<file path="src/rtl/round_const_seq_pkg.sv">
`default_nettype none
// ============================================================================
//  Module      : round_const_seq_pkg
//  Description : Shared state encoding, round limit and the round-constant
//                function for the round-constant sequencer.
//  Revision    : 1.0  initial release
// ============================================================================
package round_const_seq_pkg;

    typedef enum logic [1:0] {
        IDLE  = 2'd0,
        RUN   = 2'd1,
        DRAIN = 2'd2
    } state_t;

    localparam int MAX_ROUNDS = 12;

    // c[k] = {15-k, k}: the high nibble is the ones' complement of the low one.
    function automatic logic [7:0] rc(input logic [3:0] k);
        logic [3:0] hi;
        hi = 4'd15 - k;
        return {hi, k};
    endfunction

endpackage
`default_nettype wire

</file>
<file path="src/rtl/round_const_seq_rc_xor.sv">
`default_nettype none
// ============================================================================
//  Module      : rc_xor
//  Description : Combinational lane word XOR round constant c[k], with the
//                constant zero-extended to the lane width.
//  Revision    : 1.0  initial release
// ============================================================================
module rc_xor
    import round_const_seq_pkg::*;
#(
    parameter int LANE_W = 64
) (
    input  logic [LANE_W-1:0] x,
    input  logic [3:0]        k,
    output logic [LANE_W-1:0] y
);

    assign y = x ^ LANE_W'(rc(k));

endmodule
`default_nettype wire

</file>
<file path="src/rtl/round_const_seq.sv">
`default_nettype none
// ============================================================================
//  Module      : round_const_seq
//  Description : Sequences R rounds of lane-2 words through a one-deep output
//                register, XORing each with the round constant c[12-R+i].
//  Revision    : 1.0  initial release
// ============================================================================
module round_const_seq
    import round_const_seq_pkg::*;
#(
    parameter int LANE_W = 64,
    parameter int CNT_W  = 5
) (
    input  logic              clk,
    input  logic              rst_n,
    input  logic              start,
    input  logic [CNT_W-1:0]  rounds,
    input  logic [LANE_W-1:0] x2_in,
    input  logic              in_valid,
    output logic              in_ready,
    output logic [LANE_W-1:0] x2_out,
    output logic              out_valid,
    input  logic              out_ready,
    output logic [CNT_W-1:0]  round_idx,
    output logic              last,
    output logic              busy,
    output logic              err
);

    state_t             state;
    logic [CNT_W-1:0]   r_lat;
    logic [CNT_W-1:0]   idx;
    logic [3:0]         k;
    logic [LANE_W-1:0]  xored;
    logic               xfer;
    logic               pop;
    logic               at_last;
    logic               rounds_ok;

    // Shorter permutations use the tail of the 12-entry constant schedule.
    // k stays within 0..11 because idx never passes R-1.
    assign k         = 4'(MAX_ROUNDS) - r_lat[3:0] + idx[3:0];
    assign at_last   = (idx == r_lat - CNT_W'(1));
    assign rounds_ok = (rounds != '0) && (rounds <= CNT_W'(MAX_ROUNDS));

    assign in_ready  = (state == RUN) && (!out_valid || out_ready);
    assign busy      = (state != IDLE);
    assign xfer      = in_valid && in_ready;
    assign pop       = out_valid && out_ready;

    rc_xor #(
        .LANE_W (LANE_W)
    ) u_rc_xor (
        .x (x2_in),
        .k (k),
        .y (xored)
    );

    // Sequencing FSM plus the output register; a pop and a new transfer in the
    // same cycle simply overwrite the register so there is no bubble.
    always_ff @(posedge clk or negedge rst_n) begin
        if (!rst_n) begin
            state     <= IDLE;
            r_lat     <= '0;
            idx       <= '0;
            x2_out    <= '0;
            out_valid <= 1'b0;
            round_idx <= '0;
            last      <= 1'b0;
            err       <= 1'b0;
        end else begin
            case (state)
                IDLE: begin
                    if (start) begin
                        if (rounds_ok) begin
                            r_lat <= rounds;
                            idx   <= '0;
                            err   <= 1'b0;
                            state <= RUN;
                        end else begin
                            err   <= 1'b1;
                        end
                    end
                end
                RUN: begin
                    if (xfer) begin
                        x2_out    <= xored;
                        out_valid <= 1'b1;
                        round_idx <= idx + CNT_W'(1);
                        last      <= at_last;
                        if (at_last) begin
                            state <= DRAIN;
                        end else begin
                            idx   <= idx + CNT_W'(1);
                        end
                    end else if (pop) begin
                        out_valid <= 1'b0;
                    end
                end
                DRAIN: begin
                    if (pop) begin
                        out_valid <= 1'b0;
                        if (last) begin
                            state <= IDLE;
                        end
                    end
                end
                default: begin
                    state <= IDLE;
                end
            endcase
        end
    end

endmodule
`default_nettype wire

</file>
<file path="config.mk">
export PLATFORM = sky130hd
export DESIGN_NAME = round_const_seq
export DESIGN_NICKNAME = d
export VERILOG_FILES = /design/src/rtl/round_const_seq_pkg.sv /design/src/rtl/round_const_seq_rc_xor.sv /design/src/rtl/round_const_seq.sv
export SDC_FILE = /design/constraint.sdc
export NUM_CORES = 1
export LEC_CHECK = 0
export ABC_AREA = 1
export ABC_CLOCK_PERIOD_IN_PS = 3300
export BUFFER_PORTS_ARGS = -buffer_cell sky130_fd_sc_hd__buf_4
export CORE_MARGIN = 2
export CORE_UTILIZATION = 38
export CTS_CLUSTER_DIAMETER = 120
export DETAILED_ROUTE_END_ITERATION = 10
export REMOVE_ABC_BUFFERS = 1
export SYNTH_ARGS = -nofsm -noshare
export SYNTH_HDL_FRONTEND = slang
export SYNTH_SLANG_ARGS = --single-unit
</file>
<file path="constraint.sdc">
create_clock -name clk -period 3.3 [get_ports clk]
set_input_delay 0.33 -clock clk [delete_from_list [all_inputs] [get_ports clk]]
set_output_delay 0.33 -clock clk [all_outputs]
set_load 0.03 [all_outputs]
</file>
# Yosys cells after proc, flatten, opt, wreduce, memory -nomap -nowiden
# Cells that the tools add are included.
# Widths: inputs -> output; s select.
# word_totals
register_bits	84
latchBits	0
ramBits	0
rom_bits	0
out_inout_bits	74
memories	0
# classes
addsub	5
mul	0
div_mod_pow	0
n_lt_le_gt_ge	1
eq_ne	10
shifts	0
muxes	16
n_bitwise	1
n_reduce_logical	16
# ops
op	n
$xor 64x8->64	1
$mux 5	4
$ne 2x2->1 const B	7
$mux 2	6
$pmux 5 s2	1
$sub 4x4->4 const A	2
$pmux 2 s3	1
$reduce_and 6->1	1
$reduce_bool 2->1	3
$add 5x1->5 const B	1
$eq 5x5->1	1
$le 5x4->1 const B	1
$reduce_and 5->1	1
$reduce_bool 5->1	1
$sub 5x1->5 const B	1
$add 4x4->4	1
$logic_and 1x1->1	4
$reduce_and 2->1	2
$mux 1	3
$reduce_and 3->1	1
$eq 2x1->1 const B	1
$eq 2x2->1 const B	1
$logic_not 2->1	1
$pmux 1 s2	1
2 further kinds	2

# Longest topological paths before layout
# depth
word_depth	6
mapped_depth	12
ltp_nobuf	12

# Hierarchy
# A second synthesis with hierarchy kept.
# hier_totals
hier_cells	530
area_unflattened_um2	4244.1
# by_module_without_submodules
mod	n_inst	cells_per_inst	area_each_um2
round_const_seq	1	438	3688.5
rc_xor	1	92	555.5

# Least setup slack after synthesis
# No wires, ideal clock.
# synth_path
path_kind	flip-flop to flip-flop
from	register idx[1]
to	register x2_out[3]
setup_ns	0.117
arrival_ns	1.968
t_required_ns	3.183
setup_slack_ns	1.214
stages_incl_launch_ff	10
synth_period_minus_slack_ns	2.086
path_cell_list	dfrtp_1 -> ha_1 -> ha_1 -> inv_1 -> fa_1 -> xnor2_1 -> xor2_1 -> or2_2 -> nand3_1 -> nand2_1
# synth_between
elab_chain_cells	2
# synth_lines
element	line_no	rtl
start: declaration	round_const_seq.sv:32	logic [CNT_W-1:0] idx;
start signal: assignment	round_const_seq.sv:94	idx <= idx + CNT_W'(1);
$add 4x4->4	round_const_seq.sv:42	assign k = 4'(MAX_ROUNDS) - r_lat[3:0] + idx[3:0];
$xor 64x8->64	round_const_seq_rc_xor.sv:18	assign y = x ^ LANE_W'(rc(k));
end signal: assignment	round_const_seq.sv:87	x2_out <= xored;
end: declaration	round_const_seq.sv:21	output logic [LANE_W-1:0] x2_out,
# No other way between the ends.
# A chain may end at the register's enable or synchronous reset.

# Final worst setup path
# Ends and elaborated chain as after synthesis.

==> results.tsv <==
metric	value	unit
cp_slowest_cell	dfrtp_1	
post-route-min-period	2.23	ns
synth_flop_cell	dfrtp_1	
start_kind	register	
grt_max_degree	85	
p_per_area	1050	nW/µm²
max_freq	449	MHz
fin_skew	0.0121	ns
synth_area_per_cell	8.63	µm²
antenna_left	0	
routed_wl	9370	µm
clock_latency	0.35	ns
clockPowerShare	0.138	
rsz0062_at_grt	false	
setup_viol	0	
antenna_found_initial	0	
hold_viol	0	
end_kind	register	
htree_levels	3	
drc_errors	0	
synth_top_area_frac	0.544	
gp_congestion	0.775	
power_switching	2.52	mW
critPathKind	register to register	
synthCells	448	
max_cap_violations	0	
grt_pass1_vias	3131	
path_cells	ha_1 -> ha_1 -> inv_1 -> fa_1 -> xnor2_1 -> xor2_1 -> or2_2 -> nand3_1 -> nand2_1	
dpl.hpwl	6580	µm
ios	148	
path_clk_slew	0.08	ns
period_share	0.676	
cts-hold-fix-buffers	0	
crit_family	adder cells	
p_sw_frac	0.462	
clockRootBuffer	clkbuf_8	
portBuffers	147	
gr-total-overflow	0	
cts_tree	yes	
peakVddDrop	0.469	mV
diodes	0	
dr.pass1.iters	4	
seqPwrFrac	0.317	
clock_sinks	84	
critPathRequiredTime	3.54	ns
dpl_cell_area	5000	µm²
synth_cell_types	24	
maxSlewViolCount	0	
power.internal	2.94	mW
p_comb_frac	0.545	
seq_area_frac_synth	0.544	
wire_per_inst	12.8	µm
routed_via_density	4.48	
synth_commonest_cells	nand2_1 (239), dfrtp_1 (84), inv_1 (25)	
fp.dieW	105	µm
synth_edf_count	0	
synth.top_cells.by_area	dfrtp_1 (54%), nand2_1 (23%), ha_1 (3.2%)	
p_total	5.45	mW
critical_path_arrival	2.47	ns
p_leak	2.89	nW
postCtsSetupRepairBufs	0	
yosys_register_bits	84	
syn_area	3870	µm²
core_area	9820	µm²
routed-via-count	3274	
drtIter0Drc	173	
cpMostUsedCell	ha_1	
yosysMostFrequentCell	nand2_1	
async_flop_share	1.00	
crit_fanout	6	
die_y	105	µm
hold_path.class	primary input to async pin	
cts_buffers	9	
die_area	11000	µm²
relSlewSlack	0.292	
rows	36	
finalSetupTns	0	ns
slowest_delay	0.44	ns
grt_pass1_wl	15500	µm
status	finished clean	
tightest_slew	1.06	ns
clock_path_buffers	2	
nNetsFinal	677	
grt_use_total	0.176	
initial_core_util	0.394	
cts_resized	0	
critical_path_buf_inv_count	1	
drive_above_1_share	0.312	
area_growth	34.6	%
finalInstanceArea	5200	µm²
yosysTopAreaCell	dfrtp_1	
yosysWarnings	0	
==> routing by layer <==
layer | GRT usage | wire [µm]
met5 | 0 | 0
met1 | 0.260 | 4640
met2 | 0.256 | 4090
met4 | 0.0676 | 107
met3 | 0.0312 | 530
==> power groups by stage <==
stage          Clock [mW]  Sequential, mW  Combinational (mW)
3_3_place_gp            0            1.73                2.96
2_1_floorplan           0            2.50                1.18
3_5_place_dp            0            1.75                3.00
5_1_grt             0.832            1.78                3.26
4_1_cts             0.779            1.73                3.01
6_report            0.754            1.73                2.97
==> state kept, by name (all words and copies together), names as in the netlist <==
signal and count:
err 1, idx 5, last 1, out_valid 1, r_lat 5, round_idx 5
state 2, x2_out 64
==> placed cells by master, fill, tap and decap left out, types with 2 or more instances in the layout <==
master	count
nand4_1	5
o21ai_2	10
inv_2	2
nor2_1	15
a21oi_4	2
clkbuf_8	11
nand3_1	11
buf_4	148
clkinv_2	2
nand2_2	2
nor2_2	3
o21ai_0	5
inv_1	25
xnor2_1	5
nand3_2	2
a21oi_1	2
dfrtp_1	84
ha_1	10
xor2_1	6
nand2_1	239
==> area by class of cell <==
cell class,count,area [µm²]
Sequential cell,84,2100
Inverter,27,101
Timing Repair Buffer,148,1110
Tap cell,133,166
Multi-Input combinational cell,322,1520
Fill cell,942,4620
Clock inverter,4,47.5
Clock buffer,12,155
==> per-stage QoR <==
stage,hold WS (ns),utilization,setup WS (ns),cells
2_1_floorplan,0.0344,-,0.478,433
3_3_place_gp,0.463,0.509,1.13,714
3_5_place_dp,0.468,0.509,1.08,714
4_1_cts,0.149,0.530,1.06,730
5_1_grt,0.153,0.530,0.838,730
6_report,0.167,0.530,1.07,730
==> path summary, 6_finish.rpt <==
path | start | endpoint | slack [ns] | cells after the start
worst max-delay path | idx[1]$_DFFE_PN0P_ | x2_out[3]$_DFFE_PN0P_ | 1.07 | 9
worst min-delay path | rst_n | x2_out[10]$_DFFE_PN0P_ | 0.17 | 1
worst max register to register | idx[1]$_DFFE_PN0P_ | x2_out[3]$_DFFE_PN0P_ | 1.07 | 9
worst min register to register | x2_out[43]$_DFFE_PN0P_ | x2_out[43]$_DFFE_PN0P_ | 0.48 | 2
max in group asynchronous | rst_n | r_lat[1]$_DFFE_PN0P_ | 2.45 | 1
min in group clk | x2_in[50] | x2_out[50]$_DFFE_PN0P_ | 0.17 | 3
==> kinds of logic (layout without fill, tap and decap cells) <==
kind of cell               after synthesis  after routing  share of synthesized area
AOI/OAI and AO/OA                       22             22                     0.0466
buffers and inverters                   42            191                     0.0634
and+or+nand+nor                        278            278                      0.284
xor gates and xnor gates                11             11                     0.0249
DFF                                     84             84                      0.544
adders and majority gates               11             11                     0.0375
Power figures use the tool's default switching activity.
